`config.mk`:
```
export PLATFORM = sky130hd
export DESIGN_NAME = serial_add_sequencer_flat
export DESIGN_NICKNAME = d
export VERILOG_FILES = /design/src/rtl/serial_add_sequencer_if.sv /design/src/rtl/serial_add_sequencer.sv /design/src/flat_wrapper.sv
export SDC_FILE = /design/constraint.sdc
export NUM_CORES = 1
export LEC_CHECK = 0
export CAP_MARGIN = 20
export CORE_AREA = 2 2 72 57
export CTS_BUF_LIST = sky130_fd_sc_hd__clkbuf_4 sky130_fd_sc_hd__clkbuf_8
export CTS_CLUSTER_DIAMETER = 40
export CTS_CLUSTER_SIZE = 30
export DETAILED_ROUTE_END_ITERATION = 12
export DIE_AREA = 0 0 74 59
export GPL_ROUTABILITY_DRIVEN = 0
export PLACE_DENSITY_LB_ADDON = 0.25
export SETUP_SLACK_MARGIN = 0.2
export SKIP_CTS_REPAIR_TIMING = 1
export SYNTH_ARGS = -nofsm -noshare
export SYNTH_HDL_FRONTEND = slang
export SYNTH_SLANG_ARGS = --single-unit
export TNS_END_PERCENT = 20
```
`constraint.sdc`:
```
create_clock -name clk -period 2.3 [get_ports clk]
set_clock_uncertainty 0.15 [all_clocks]
set_input_delay 0.23 -clock clk [delete_from_list [all_inputs] [get_ports clk]]
set_output_delay 0.23 -clock clk [all_outputs]
set_load 0.005 [all_outputs]
```
`src/rtl/serial_add_sequencer_if.sv`:
```
// serial_add_sequencer_if
// Groups the operand-side and result-side ready/valid handshakes of
// serial_add_sequencer.
//   slave  : used by the sequencer (consumes a/b, produces sum/carry_out)
//   master : used by the producer/consumer side (e.g. a testbench)
// Signals: in_valid, in_ready, a, b, out_valid, out_ready, sum, carry_out,
//          busy, and op_sub when SERIAL_ADD_SUB_EN is defined.
interface serial_add_sequencer_if #(
  parameter int WIDTH = 8
);
  logic             in_valid;
  logic             in_ready;
  logic [WIDTH-1:0] a;
  logic [WIDTH-1:0] b;
  logic             out_valid;
  logic             out_ready;
  logic [WIDTH-1:0] sum;
  logic             carry_out;
  logic             busy;
`ifdef SERIAL_ADD_SUB_EN
  logic             op_sub;

  modport slave (
    input  in_valid, a, b, op_sub, out_ready,
    output in_ready, out_valid, sum, carry_out, busy
  );
  modport master (
    output in_valid, a, b, op_sub, out_ready,
    input  in_ready, out_valid, sum, carry_out, busy
  );
`else
  modport slave (
    input  in_valid, a, b, out_ready,
    output in_ready, out_valid, sum, carry_out, busy
  );
  modport master (
    output in_valid, a, b, out_ready,
    input  in_ready, out_valid, sum, carry_out, busy
  );
`endif
endinterface

```
`src/rtl/serial_add_sequencer.sv`:
```
// serial_add_sequencer
// Bit-serial adder: loads a parallel operand pair, adds it LSB-first
// through a single full adder and carry flop over WIDTH cycles, then
// presents the parallel sum and final carry until the consumer takes it.
// Ports:
//   clk      : clock, rising edge
//   reset_n  : synchronous active-low reset
//   bus      : serial_add_sequencer_if.slave (operand and result handshakes)
// Optional build macro SERIAL_ADD_SUB_EN adds op_sub on the interface:
//   op_sub=1 at load computes a-b (b inverted, carry seeded with 1);
//   carry_out=1 then means "no borrow".
//
// state | meaning
// IDLE  | waiting for an operand pair, in_ready=1
// SHIFT | one full-adder step per cycle, WIDTH cycles
// DONE  | result held with out_valid=1 until out_ready
module serial_add_sequencer #(
  parameter  int WIDTH = 8,
  localparam int CNT_W = $clog2(WIDTH)
) (
  input logic                   clk,
  input logic                   reset_n,
  serial_add_sequencer_if.slave bus
);

  typedef enum logic [1:0] {
    IDLE  = 2'd0,
    SHIFT = 2'd1,
    DONE  = 2'd2
  } state_t;

  localparam logic [CNT_W-1:0] CNT_LAST = CNT_W'(WIDTH - 1);

  state_t           state_q;
  logic [WIDTH-1:0] a_q;
  logic [WIDTH-1:0] b_q;
  logic [WIDTH-1:0] res_q;
  logic             carry_q;
  logic [CNT_W-1:0] cnt_q;
  logic [WIDTH-1:0] sum_q;
  logic             carry_out_q;
  logic             out_valid_q;

  logic             sum_bit_d;
  logic             carry_d;
  logic [WIDTH-1:0] res_d;
  logic [WIDTH-1:0] b_load;
  logic             carry_init;

  assign sum_bit_d = a_q[0] ^ b_q[0] ^ carry_q;
  assign carry_d   = (a_q[0] & b_q[0]) | (a_q[0] & carry_q) | (b_q[0] & carry_q);
  // Sum bits enter at the MSB so after WIDTH shifts bit 0 is the first sum bit.
  assign res_d     = {sum_bit_d, res_q[WIDTH-1:1]};

`ifdef SERIAL_ADD_SUB_EN
  // a - b = a + ~b + 1: invert b and seed the carry with 1.
  assign b_load     = bus.op_sub ? ~bus.b : bus.b;
  assign carry_init = bus.op_sub;
`else
  assign b_load     = bus.b;
  assign carry_init = 1'b0;
`endif

  always_ff @(posedge clk) begin
    if (!reset_n) begin
      state_q     <= IDLE;
      a_q         <= '0;
      b_q         <= '0;
      res_q       <= '0;
      carry_q     <= 1'b0;
      cnt_q       <= '0;
      sum_q       <= '0;
      carry_out_q <= 1'b0;
      out_valid_q <= 1'b0;
    end else begin
      case (state_q)
        IDLE: begin
          if (bus.in_valid) begin
            a_q     <= bus.a;
            b_q     <= b_load;
            carry_q <= carry_init;
            cnt_q   <= '0;
            state_q <= SHIFT;
          end
        end
        SHIFT: begin
          a_q     <= a_q >> 1;
          b_q     <= b_q >> 1;
          res_q   <= res_d;
          carry_q <= carry_d;
          cnt_q   <= cnt_q + CNT_W'(1);
          if (cnt_q == CNT_LAST) begin
            // Publish straight from the final step so out_valid rises with DONE.
            sum_q       <= res_d;
            carry_out_q <= carry_d;
            out_valid_q <= 1'b1;
            state_q     <= DONE;
          end
        end
        DONE: begin
          if (bus.out_ready) begin
            out_valid_q <= 1'b0;
            state_q     <= IDLE;
          end
        end
        default: begin
          out_valid_q <= 1'b0;
          state_q     <= IDLE;
        end
      endcase
    end
  end

  assign bus.in_ready  = (state_q == IDLE);
  assign bus.busy      = (state_q != IDLE);
  assign bus.out_valid = out_valid_q;
  assign bus.sum       = sum_q;
  assign bus.carry_out = carry_out_q;

endmodule

```
`src/flat_wrapper.sv`:
```
// flat-port wrapper written by rule: the top's interface ports become plain ports
module serial_add_sequencer_flat 
#(
  parameter  int WIDTH = 8,
  localparam int CNT_W = $clog2(WIDTH)
)
  (clk, reset_n, bus_in_valid, bus_a, bus_b, bus_out_ready, bus_in_ready, bus_out_valid, bus_sum, bus_carry_out, bus_busy);
  serial_add_sequencer_if #(.WIDTH(WIDTH)) bus_i ();
  input logic clk;
  input logic reset_n;
  input wire logic [$bits(bus_i.in_valid)-1:0] bus_in_valid;
  input wire logic [$bits(bus_i.a)-1:0] bus_a;
  input wire logic [$bits(bus_i.b)-1:0] bus_b;
  input wire logic [$bits(bus_i.out_ready)-1:0] bus_out_ready;
  output wire logic [$bits(bus_i.in_ready)-1:0] bus_in_ready;
  output wire logic [$bits(bus_i.out_valid)-1:0] bus_out_valid;
  output wire logic [$bits(bus_i.sum)-1:0] bus_sum;
  output wire logic [$bits(bus_i.carry_out)-1:0] bus_carry_out;
  output wire logic [$bits(bus_i.busy)-1:0] bus_busy;
  assign bus_i.in_valid = bus_in_valid;
  assign bus_i.a = bus_a;
  assign bus_i.b = bus_b;
  assign bus_i.out_ready = bus_out_ready;
  assign bus_in_ready = bus_i.in_ready;
  assign bus_out_valid = bus_i.out_valid;
  assign bus_sum = bus_i.sum;
  assign bus_carry_out = bus_i.carry_out;
  assign bus_busy = bus_i.busy;
  serial_add_sequencer #(.WIDTH(WIDTH)) u_core (.clk(clk), .reset_n(reset_n), .bus(bus_i));
endmodule
```
======== After elaboration in Yosys (flattened, before gate mapping) ========
Cells that the tools add are included.
word-level totals
  bits of input ports ..................... 20
  register bits after elaboration ......... 40
  logic and storage cells ................. 46
  output and inout port bits .............. 12
operators by class
  reductions and logical operators ........ 7
  $add $sub $neg .......................... 1
  bitwise gates (word level) .............. 8
  mux-type cells .......................... 15
  equality and inequality tests ........... 6
operators with widths
  cell                   number
  $pmux W8 S2            2
  $mux W8                2
  $mux W2                3
  $pmux W2 S3            1
  $pmux W3 S2            1
  $reduce_and A3 Y1      2
  $ne A2 B2 Y1 const B   2
  $reduce_and A2 Y1      2
  $reduce_bool A2 Y1     2
  $add A3 B1 Y3 const B  1
  $and A1 B1 Y1          3
  $eq A3 B3 Y1 const B   1
  $mux W1                3
  $mux W3                1
  $pmux W1 S3            1
  $eq A2 B1 Y1 const B   1
  $eq A2 B2 Y1 const B   1
  $logic_not A2 Y1       1
  $ne A2 B1 Y1 const B   1
  $or A1 B1 Y1           2
  $pmux W1 S2            1
  $xor A1 B1 Y1          2
  $not A1 Y1             1

======== Longest topological paths before layout ========
Gate-level depths: netlist (run 1).
  depth after elaboration ................. 4
  gate-level depth with buffers ........... 5

======== Least setup slack after synthesis (run 1) ========
Ideal clock, no wire load.
  path type ............................... register to register
  start ................................... reg u_core.cnt_q[0]
  end ..................................... reg u_core.state_q[0]
  path slack .............................. 897 ps
  path buffers ............................ 1
  data required time ...................... 2034 ps
  clock period less this slack ............ 1403 ps
  library setup time ...................... 116 ps
  cell stages (with the launch flop) ...... 6
  data arrival time ....................... 1138 ps
  cells stage by stage .................... dfxtp_1 ha_1 ha_1 clkbuf_1 nand2_1 and3_1
on the way
  word-level cells in the longest chain between the ends .. 3
ends and longest elaborated chain
  element                      RTL line                     source
  from (decl)                  serial_add_sequencer.sv:39   logic [CNT_W-1:0] cnt_q;
  from (signal assigned)       serial_add_sequencer.sv:91   cnt_q <= cnt_q + CNT_W'(1);
  $eq A3 B3 Y1                 serial_add_sequencer.sv:92   if (cnt_q == CNT_LAST) begin
  $ne A2 B1 Y1 (no line)       n/a
  $reduce_and A3 Y1 (no line)  n/a
  to (signal assigned)         serial_add_sequencer.sv:97   state_q <= DONE;
  to (signal assigned)         serial_add_sequencer.sv:103  state_q <= IDLE;
  to (signal assigned)         serial_add_sequencer.sv:108  state_q <= IDLE;
  to (decl)                    serial_add_sequencer.sv:34   state_t state_q;
No other way between the ends.
A chain may end at the register's enable or synchronous reset.

======== Worst setup path in the final report (run 1) ========
  start ................................... reg u_core.state_q[0]
  end ..................................... out bus_in_ready
on the way
  word-level cells in the longest chain between the ends .. 1
ends and longest elaborated chain
  element                 RTL line                     source
  from (signal assigned)  serial_add_sequencer.sv:66   state_q <= IDLE;
  from (signal assigned)  serial_add_sequencer.sv:83   state_q <= SHIFT;
  from (signal assigned)  serial_add_sequencer.sv:97
  $logic_not A2 Y1        serial_add_sequencer.sv:114  assign bus.in_ready = (state_q == IDLE);
  to (decl)               flat_wrapper.sv:15           output wire logic [$bits(bus_i.in_ready)-1:0] bus_in_ready;
No other way between the ends.

==> flow_metrics.py, run 1 <==
metrics = {
    "final_layout": {
        "instances_no_fill": 259,
        "fin_util_pct": 57.02,
        "final_area_um2": 2047,
        "layout_common_cells": "dfxtp_1 (39), clkdlybuf4s50_1 (31), nor2_1 (30)",
        "nNetsFinal": 229,
        "antenna_cells": 0,
        "area_growth_syn_to_layout_pct": 27.61,
        "final_common_cell": "dfxtp_1",
        "drive_gt1_share_pct": 7.729,
    },
    "floorplanning": {
        "rows": 19,
        "io_pins": 32,
        "coreArea_um2": 3590,
        "die-area_um2": 4366,
        "die_w_um": 74,
        "floorplan.initialDensity_pct": 44.68,
        "die_y_um": 59,
    },
    "synthesis": {
        "synth_area_um2": 1604,
        "yosys_warnings": 0,
        "ys_seq_area_share_pct": 48.67,
        "syn_area_per_cell_um2": 9.011,
        "yosys.area.top_type": "dfxtp_1",
        "synthesis.instances": 178,
        "netlist.area_leader.share_pct": 48.67,
        "ys_ff_latch": 39,
        "synth_area_leaders": "dfxtp_1 (49%), a21boi_0 (9.4%), o221ai_1 (7.1%), nor2_1 (7.0%), nand2_1 (6.1%)",
        "syn_nets": 201,
        "synthDistinctLibCells": 28,
    },
    "critical_path": {
        "critPathLaunch": "u_core.state_q[0]",
        "crit-reg2reg-launch": "u_core.cnt_q[0]",
        "cp-end-kind": "output port",
        "worstPathRequired_ns": 1.92,
        "r2r-end": "u_core.bus.sum[6]",
        "worstSetupStartpointType": "flop",
        "path_max_fanout": 13,
        "reg2reg_depth": 5,
        "arrival_ns": 1.62,
        "path_cells": "or2_2 -> inv_1 -> clkdlybuf4s50_1",
        "crit_type": "flop to output port",
        "reg2reg_slack_ns": 0.58,
        "critPathSlowestCell": "clkdlybuf4s50_1",
        "slowest_delay_ns": 0.49,
        "crit_end": "bus_in_ready",
    },
    "route": {
        "ant_nets": 0,
        "dr.pass1.iters": 4,
        "drc": 0,
        "via_per_inst": 5.208,
        "wl_mm": 3.384,
        "vias": 1349,
        "wl_per_cell_um": 13.07,
        "dr.first_iter.drc_count": 93,
    },
    "sta": {
        "setup_violations": 0,
        "final_hold_viol_count": 0,
        "period_share_pct": 87.11,
        "fmax_ghz": 0.4991,
        "relSlewSlack_pct": 67.58,
        "tns_ns": 0,
        "maxSlewViolCount": 0,
        "worst_pin_slew_ns": 0.4862,
        "rsz0062_at_grt": "no",
        "min_period_ns": 2.004,
    },
    "global_routing": {
        "grt_pass1_vias": 1280,
        "gr-total-overflow": 0,
        "grt_pass1_wl_mm": 5.830,
        "grt_antenna_before_repair": 0,
        "grtUsageTotal_pct": 17.54,
        "grt_max_degree": 40,
    },
    "hold_path": {
        "hp-class": "flop to flop",
    },
    "placed_design": {
        "placed_area_um2": 1929,
        "dp.cells": 251,
        "hpwl_mm": 2.307,
        "port_buffers": 31,
    },
    "run": {
        "drv_cap": 0,
    },
    "power": {
        "power_mw": 1.458,
        "p_sw_mw": 0.3270,
        "pwr-share-comb_pct": 9.7,
        "ir_drop_uv": 656.9,
        "pwr_density_cell_nw_per_um2": 712.2,
        "p_clk_share_pct": 40.4,
        "p_int_mw": 1.131,
        "seqPwrFrac_pct": 49.8,
        "p_leak_nw": 0.7316,
        "p_sw_share_pct": 22.43,
    },
    "clock_network": {
        "clkTransAtPathRegs_ns": 0.08,
        "cts_buffers": 5,
        "clk_latency_ns": 0.29,
        "cts_root_buffer": "clkbuf_8",
        "tritoncts": "yes",
        "clock_path_buffers": 2,
        "htree_levels": 2,
        "clock_sink_count": 39,
    },
    "status": {
        "status": "finished, final reports clean",
    },
}
worst max-delay path, delay by kind of cell, from the launching register on:
family | cells | cell delay, ns
AND/OR/NAND/NOR | 1 | 0.35
buffers and inverters | 2 | 0.55
flip-flops | 1 | 0.44
registers in the layout (all words and copies together) (netlist names):
| register | cells |
|---|---|
| u_core.bus.sum | 8 |
| u_core.b_q | 8 |
| u_core.cnt_q | 3 |
| u_core.res_q | 7 |
| u_core.bus.out_valid | 1 |
| u_core.a_q | 8 |
| u_core.carry_q | 1 |
| u_core.bus.carry_out | 1 |
| u_core.state_q | 2 |
cells in the mapped netlist:
library cell and number:
o21ba_2 1, o221ai_1 13, or3b_1 1, o21ai_0 2, a22oi_1 3, or2_2 2, ha_1 2, buf_4 1
buf_2 7, nand3b_1 1, o21bai_1 1, inv_1 1, clkbuf_1 4, a21boi_0 20, a21oi_1 1, o221ai_2 1
nand3_1 9, nand2_1 26, nor2_1 30, fa_1 1, and3_1 1, nor2b_1 4, nand4bb_1 2, mux2i_1 1
and2_1 1, buf_6 2, nand2b_1 1, dfxtp_1 39
power by group through the flow:
stage	clock (mW)	sequential [mW]	combinational [mW]
2_1_floorplan	0	0.734	0.0940
3_3_place_gp	0	0.739	0.137
3_5_place_dp	0	0.741	0.142
4_1_cts	0.594	0.726	0.143
5_1_grt	0.628	0.730	0.159
6_report	0.589	0.726	0.142
how the worst min path moves through the flow:
stage / start / end / depth (start not counted)
final: u_core.bus.sum[0] / u_core.bus.sum[0] / 2
after global placement: u_core.res_q[1] / u_core.res_q[1] / 2
after global routing: u_core.bus.carry_out / u_core.bus.carry_out / 2
after detailed placement: u_core.bus.sum[0] / u_core.bus.sum[0] / 2
after CTS: u_core.bus.sum[0] / u_core.bus.sum[0] / 2
after floorplan: bus_in_valid / u_core.a_q[7] / 2
kinds of logic after synthesis:
logic type | synth area share [%]
compound gates | 20.83
fa+ha+maj | 2.808
buf+inv | 5.226
flops | 48.67
mux | 0.6240
simple gates | 21.84
routing by layer:
metal / vias to the layer above / routed length [µm] / track usage, %
li1: 670 / - / -
met1: 643 / 1618 / 22.51
met2: 31 / 1589 / 29.34
met3: 5 / 142 / 4.252
met4: 0 / 34 / 5.455
met5: - / 0 / 0
layout make-up:
cell class	count	area, µm²
multi-input combinational	124	739.5
clock buffer	6	82.58
fill	321	1543
timing repair buffer	35	340.3
clock inverter	2	35.03
tap	52	65.06
inverter	1	3.754
sequential	39	780.7
through the flow:
stage	hold slack (ns)	worst slack, ns
floorplan	0.2617	0.8966
global placement	0.3011	0.3032
detailed placement	0.3080	0.2667
CTS	0.3191	0.2961
global route	0.3383	0.2179
finish	0.3143	0.2964
No activity file was read; power rests on OpenSTA's default activity.
==> inputs of run 2 (changes only) <==
--- a/config.mk
+++ b/config.mk
@@ -13,6 +13,7 @@
 export DETAILED_ROUTE_END_ITERATION = 12
 export DIE_AREA = 0 0 74 59
 export GPL_ROUTABILITY_DRIVEN = 0
+export MAX_ROUTING_LAYER = met4
 export PLACE_DENSITY_LB_ADDON = 0.25
 export SETUP_SLACK_MARGIN = 0.2
 export SKIP_CTS_REPAIR_TIMING = 1
==> run 2 against run 1 <==
Net effect:
- clock-buffer cell count unchanged
- die area is the same
- worst setup slack improved by 0.0079 ns
- routed wire length shrank 0.38%
- hold slack is essentially flat
- largest power group unchanged
- power fell by 0.16%
- register-to-register slack is essentially flat
==> flow_metrics.py, run 2 (synthesis gave the netlist of run 1 again) <==
metrics = {
    "sta": {
        "maxSlewViolCount": 0,
        "worst_pin_slew_ns": 0.4793,
        "hold_ws_ns": 0.3142,
        "setup_violations": 0,
        "rsz0062_at_grt": "no",
        "relSlewSlack_pct": 68.05,
        "min_period_ns": 1.996,
        "final_hold_viol_count": 0,
        "period_share_pct": 86.77,
        "fmax_ghz": 0.5011,
        "tns_ns": 0,
    },
    "global_routing": {
        "grt_pass1_wl_mm": 5.844,
        "gr-total-overflow": 0,
        "grt_pass1_vias": 1276,
        "grtUsageTotal_pct": 18.10,
        "grt_max_degree": 40,
        "grt_antenna_before_repair": 0,
    },
    "critical_path": {
        "reg2reg_slack_ns": 0.59,
        "arrival_ns": 1.62,
        "worstSetupStartpointType": "flop",
        "path_cells": "or2_2 -> inv_1 -> clkdlybuf4s50_1",
        "cp-end-kind": "output port",
        "critPathSlowestCell": "clkdlybuf4s50_1",
        "slowest_delay_ns": 0.49,
        "crit_type": "flop to output port",
        "path_max_fanout": 13,
        "worstPathRequired_ns": 1.92,
    },
    "final_layout": {
        "nNetsFinal": 229,
        "final_common_cell": "dfxtp_1",
        "area_growth_syn_to_layout_pct": 27.61,
        "layout_common_cells": "dfxtp_1 (39), clkdlybuf4s50_1 (31), nor2_1 (30)",
        "final_area_um2": 2047,
        "fill_cells": 321,
        "antenna_cells": 0,
        "instances_no_fill": 259,
        "drive_gt1_share_pct": 7.729,
    },
    "run": {
        "drv_cap": 0,
    },
    "placed_design": {
        "port_buffers": 31,
        "dp.cells": 251,
        "hpwl_mm": 2.307,
        "placed_area_um2": 1929,
    },
    "route": {
        "vias": 1351,
        "drc": 0,
        "ant_nets": 0,
        "dr.first_iter.drc_count": 77,
        "wl_mm": 3.371,
        "wl_per_cell_um": 13.02,
        "dr.pass1.iters": 4,
        "via_per_inst": 5.216,
    },
    "floorplanning": {
        "die_y_um": 59,
        "die_w_um": 74,
        "floorplan.initialDensity_pct": 44.68,
        "rows": 19,
        "io_pins": 32,
        "coreArea_um2": 3590,
        "die-area_um2": 4366,
    },
    "clock_network": {
        "clock_path_buffers": 2,
        "tritoncts": "yes",
        "cts_root_buffer": "clkbuf_8",
        "clk_latency_ns": 0.29,
        "htree_levels": 2,
        "clkTransAtPathRegs_ns": 0.08,
        "clock_sink_count": 39,
        "cts_buffers": 5,
    },
    "power": {
        "power_mw": 1.456,
        "ir_drop_uv": 654.0,
        "p_leak_nw": 0.7316,
        "pwr_density_cell_nw_per_um2": 711.1,
    },
    "hold_path": {
        "hp-class": "flop to flop",
    },
    "status": {
        "status": "finished, final reports clean",
    },
}
-- run 2: cell counts in the layout (fill, tap and decap cells not counted) --
Identical to the previous run, type by type.
-- run 2: cell type report --
cell class                      instances  area (µm²)  share of cell area, %
Clock buffer                            6       82.58                  4.034
Inverter                                1       3.754                 0.1834
Multi-Input combinational cell        124       739.5                  36.12
Tap cell                               52       65.06                  3.178
Sequential cell                        39       780.7                  38.14
Clock inverter                          2       35.03                  1.711
Timing Repair Buffer                   35       340.3                  16.63
-- run 2: worst paths after layout --
path | start | depth (start not counted) | end
max reg2reg | u_core.cnt_q[0] | 5 | u_core.bus.sum[6]
max | u_core.state_q[0] | 3 | bus_in_ready
min | u_core.bus.sum[0] | 2 | u_core.bus.sum[0]
min reg2reg | u_core.bus.sum[0] | 2 | u_core.bus.sum[0]
-- run 2: routing by layer --
layer  GRT usage, %  part of all wire, %
met4          5.455                  1.0
met5              -                    0
met1          22.62                   47
met2          29.46                   48
met3          4.082                  3.9
-- run 2: report_power, final --
group	switching (mW)	total, mW	internal (mW)
sequential	0.0213	0.727	0.705
clock	0.236	0.587	0.351
combinational	0.0675	0.142	0.0746
-- run 2: critical path: cells and delay by family (launching register included) --
family,cells,cell delay [ns]
buffers and inverters,2,0.55
DFF,1,0.44
and+or+nand+nor,1,0.34
-- run 2: through the flow --
| step | worst slack, ns | utilization, % |
|---|---|---|
| 6_report | 0.3044 | 57.02 |
| 5_1_grt | 0.2179 | 57.02 |
| 4_1_cts | 0.2961 | 57.02 |
| 3_5_place_dp | 0.2667 | 53.75 |
| 3_3_place_gp | 0.3032 | 53.75 |
| 2_1_floorplan | 0.8966 | - |
==> inputs of run 3 (changes only) <==
--- a/config.mk
+++ b/config.mk
@@ -13,7 +13,6 @@
 export DETAILED_ROUTE_END_ITERATION = 12
 export DIE_AREA = 0 0 74 59
 export GPL_ROUTABILITY_DRIVEN = 0
-export MAX_ROUTING_LAYER = met4
 export PLACE_DENSITY_LB_ADDON = 0.25
 export SETUP_SLACK_MARGIN = 0.2
 export SKIP_CTS_REPAIR_TIMING = 1
==> constraint.sdc (replaced) <==
create_clock -name clk -period 1.8 [get_ports clk]
set_clock_uncertainty 0.15 [all_clocks]
set_input_delay 0.18 -clock clk [delete_from_list [all_inputs] [get_ports clk]]
set_output_delay 0.18 -clock clk [all_outputs]
set_load 0.005 [all_outputs]
==> run 3 against run 2 <==
Net effect:
- power up 29%
- die area unchanged
- sequential share of layout area down 1.2 points
- via count up 0.52%
- global-route usage down 1.6 points
- critical endpoint is now u_core.b_q[4]
- largest cell class unchanged
- highest routed layer unchanged
==> flow_metrics.py, run 3 (synthesis gave the netlist of run 1 again) <==
metrics = {
    "power": {
        "power_mw": 1.875,
        "pwr-share-comb_pct": 10.7,
        "seqPwrFrac_pct": 49.3,
        "p_clk_share_pct": 40.0,
        "pwr_density_cell_nw_per_um2": 878.3,
        "p_int_mw": 1.454,
        "ir_drop_uv": 504.9,
        "p_sw_mw": 0.4209,
        "p_sw_share_pct": 22.45,
        "p_leak_nw": 0.7927,
    },
    "sta": {
        "layout_setup_ws_ns": 0.07302,
        "worst_pin_slew_ns": 0.4888,
        "min_period_ns": 1.727,
        "rsz0062_at_grt": "yes",
        "maxSlewViolCount": 0,
        "fmax_ghz": 0.5790,
        "hold_ws_ns": 0.3136,
        "tns_ns": 0,
        "final_hold_viol_count": 0,
        "period_share_pct": 95.94,
        "relSlewSlack_pct": 67.41,
        "setup_violations": 0,
    },
    "clock_network": {
        "tritoncts": "yes",
        "cts_buffers": 5,
        "clkTransAtPathRegs_ns": 0.08,
        "clock_sink_count": 39,
        "htree_levels": 2,
        "cts_root_buffer": "clkbuf_8",
        "clock_path_buffers": 2,
        "clk_latency_ns": 0.28,
    },
    "global_routing": {
        "grt_antenna_before_repair": 0,
        "grt_max_degree": 40,
        "grtUsageTotal_pct": 16.54,
        "gr-total-overflow": 0,
        "grt_pass1_wl_mm": 5.554,
        "grt_pass1_vias": 1340,
    },
    "route": {
        "vias": 1358,
        "wl_mm": 3.550,
        "ant_nets": 0,
        "dr.first_iter.drc_count": 74,
        "drc": 0,
        "wl_per_cell_um": 13.30,
        "via_per_inst": 5.086,
        "dr.pass1.iters": 5,
    },
    "critical_path": {
        "arrival_ns": 1.75,
        "worstPathRequired_ns": 1.82,
        "worstSetupStartpointType": "flop",
        "crit_type": "flop to flop",
        "cp-end-kind": "flop",
        "path_max_fanout": 14,
    },
    "floorplanning": {
        "die_w_um": 74,
        "io_pins": 32,
        "coreArea_um2": 3590,
        "die_y_um": 59,
        "rows": 19,
        "die-area_um2": 4366,
        "floorplan.initialDensity_pct": 44.68,
    },
    "final_layout": {
        "drive_gt1_share_pct": 12.56,
        "multi_input_area_um2": 742.0,
        "instances_no_fill": 267,
        "seqCellArea_um2": 788.3,
        "antenna_cells": 0,
        "fin_util_pct": 59.46,
        "final_common_cell": "dfxtp_1",
        "nNetsFinal": 237,
        "layout_common_cells": "dfxtp_1 (37), nor2_1 (30), clkdlybuf4s50_1 (29)",
        "area_growth_syn_to_layout_pct": 33.07,
        "final_area_um2": 2135,
        "fill_cells": 291,
    },
    "status": {
        "status": "finished, final reports clean",
    },
    "placed_design": {
        "hpwl_mm": 2.418,
        "port_buffers": 31,
        "placed_area_um2": 1972,
        "dp.cells": 255,
        "pre_cts_ws_ns": -0.07429,
    },
    "hold_path": {
        "hp-class": "flop to flop",
    },
    "run": {
        "drv_cap": 0,
    },
}
## run 3: changes by cell type in the layout (fill, tap and decap cells not counted)
cell / previous run / this run
buf_4: 4 / 11
clkdlybuf4s50_1: 31 / 29
dfxtp_1: 39 / 37
dfxtp_4: 0 / 2
dlymetal6s2s_1: 0 / 2
buf_12: 0 / 1
ha_1: 2 / 1
ha_2: 0 / 1
## run 3: area by class of cell
type	instances	share of cell area [%]
flip-flops and latches	39	36.93
multi-input cells	124	34.76
repair buffers	43	19.58
clock buffers	6	3.869
well taps	52	3.048
clock inverters	2	1.641
inverters	1	0.1758
## run 3: worst max-delay path, cell delays in order, from the launching register on
cell and delay (ns):
dfxtp_4 0.35, buf_4 0.15, or3b_1 0.60, o221ai_1 0.28
nor2_1 0.08
## run 3: path summary, 6_finish.rpt
path         cells past startpoint               from         endpoint  slack [ns]
max reg2reg                      4  u_core.state_q[1]    u_core.b_q[4]        0.07
min                              2    u_core.res_q[1]  u_core.res_q[1]        0.31
max                              4  u_core.state_q[1]    u_core.b_q[4]        0.07
min reg2reg                      2    u_core.res_q[1]  u_core.res_q[1]        0.31
## run 3: power groups by stage
stage	clock network [mW]	logic, mW	registers (mW)
finish	0.751	0.200	0.924
global route	0.796	0.218	0.927
CTS	0.766	0.195	0.926
detailed placement	0	0.195	0.946
global placement	0	0.184	0.945
floorplan	0	0.120	0.938
## run 3: per-layer routing
layer	vias to the layer above	global-route usage, %	share of wire (%)
met3	4	4.082	3.5
met2	25	29.46	50
met1	640	19.32	46
met4	0	5.974	0.68
li1	689	-	-
met5	-	0	0
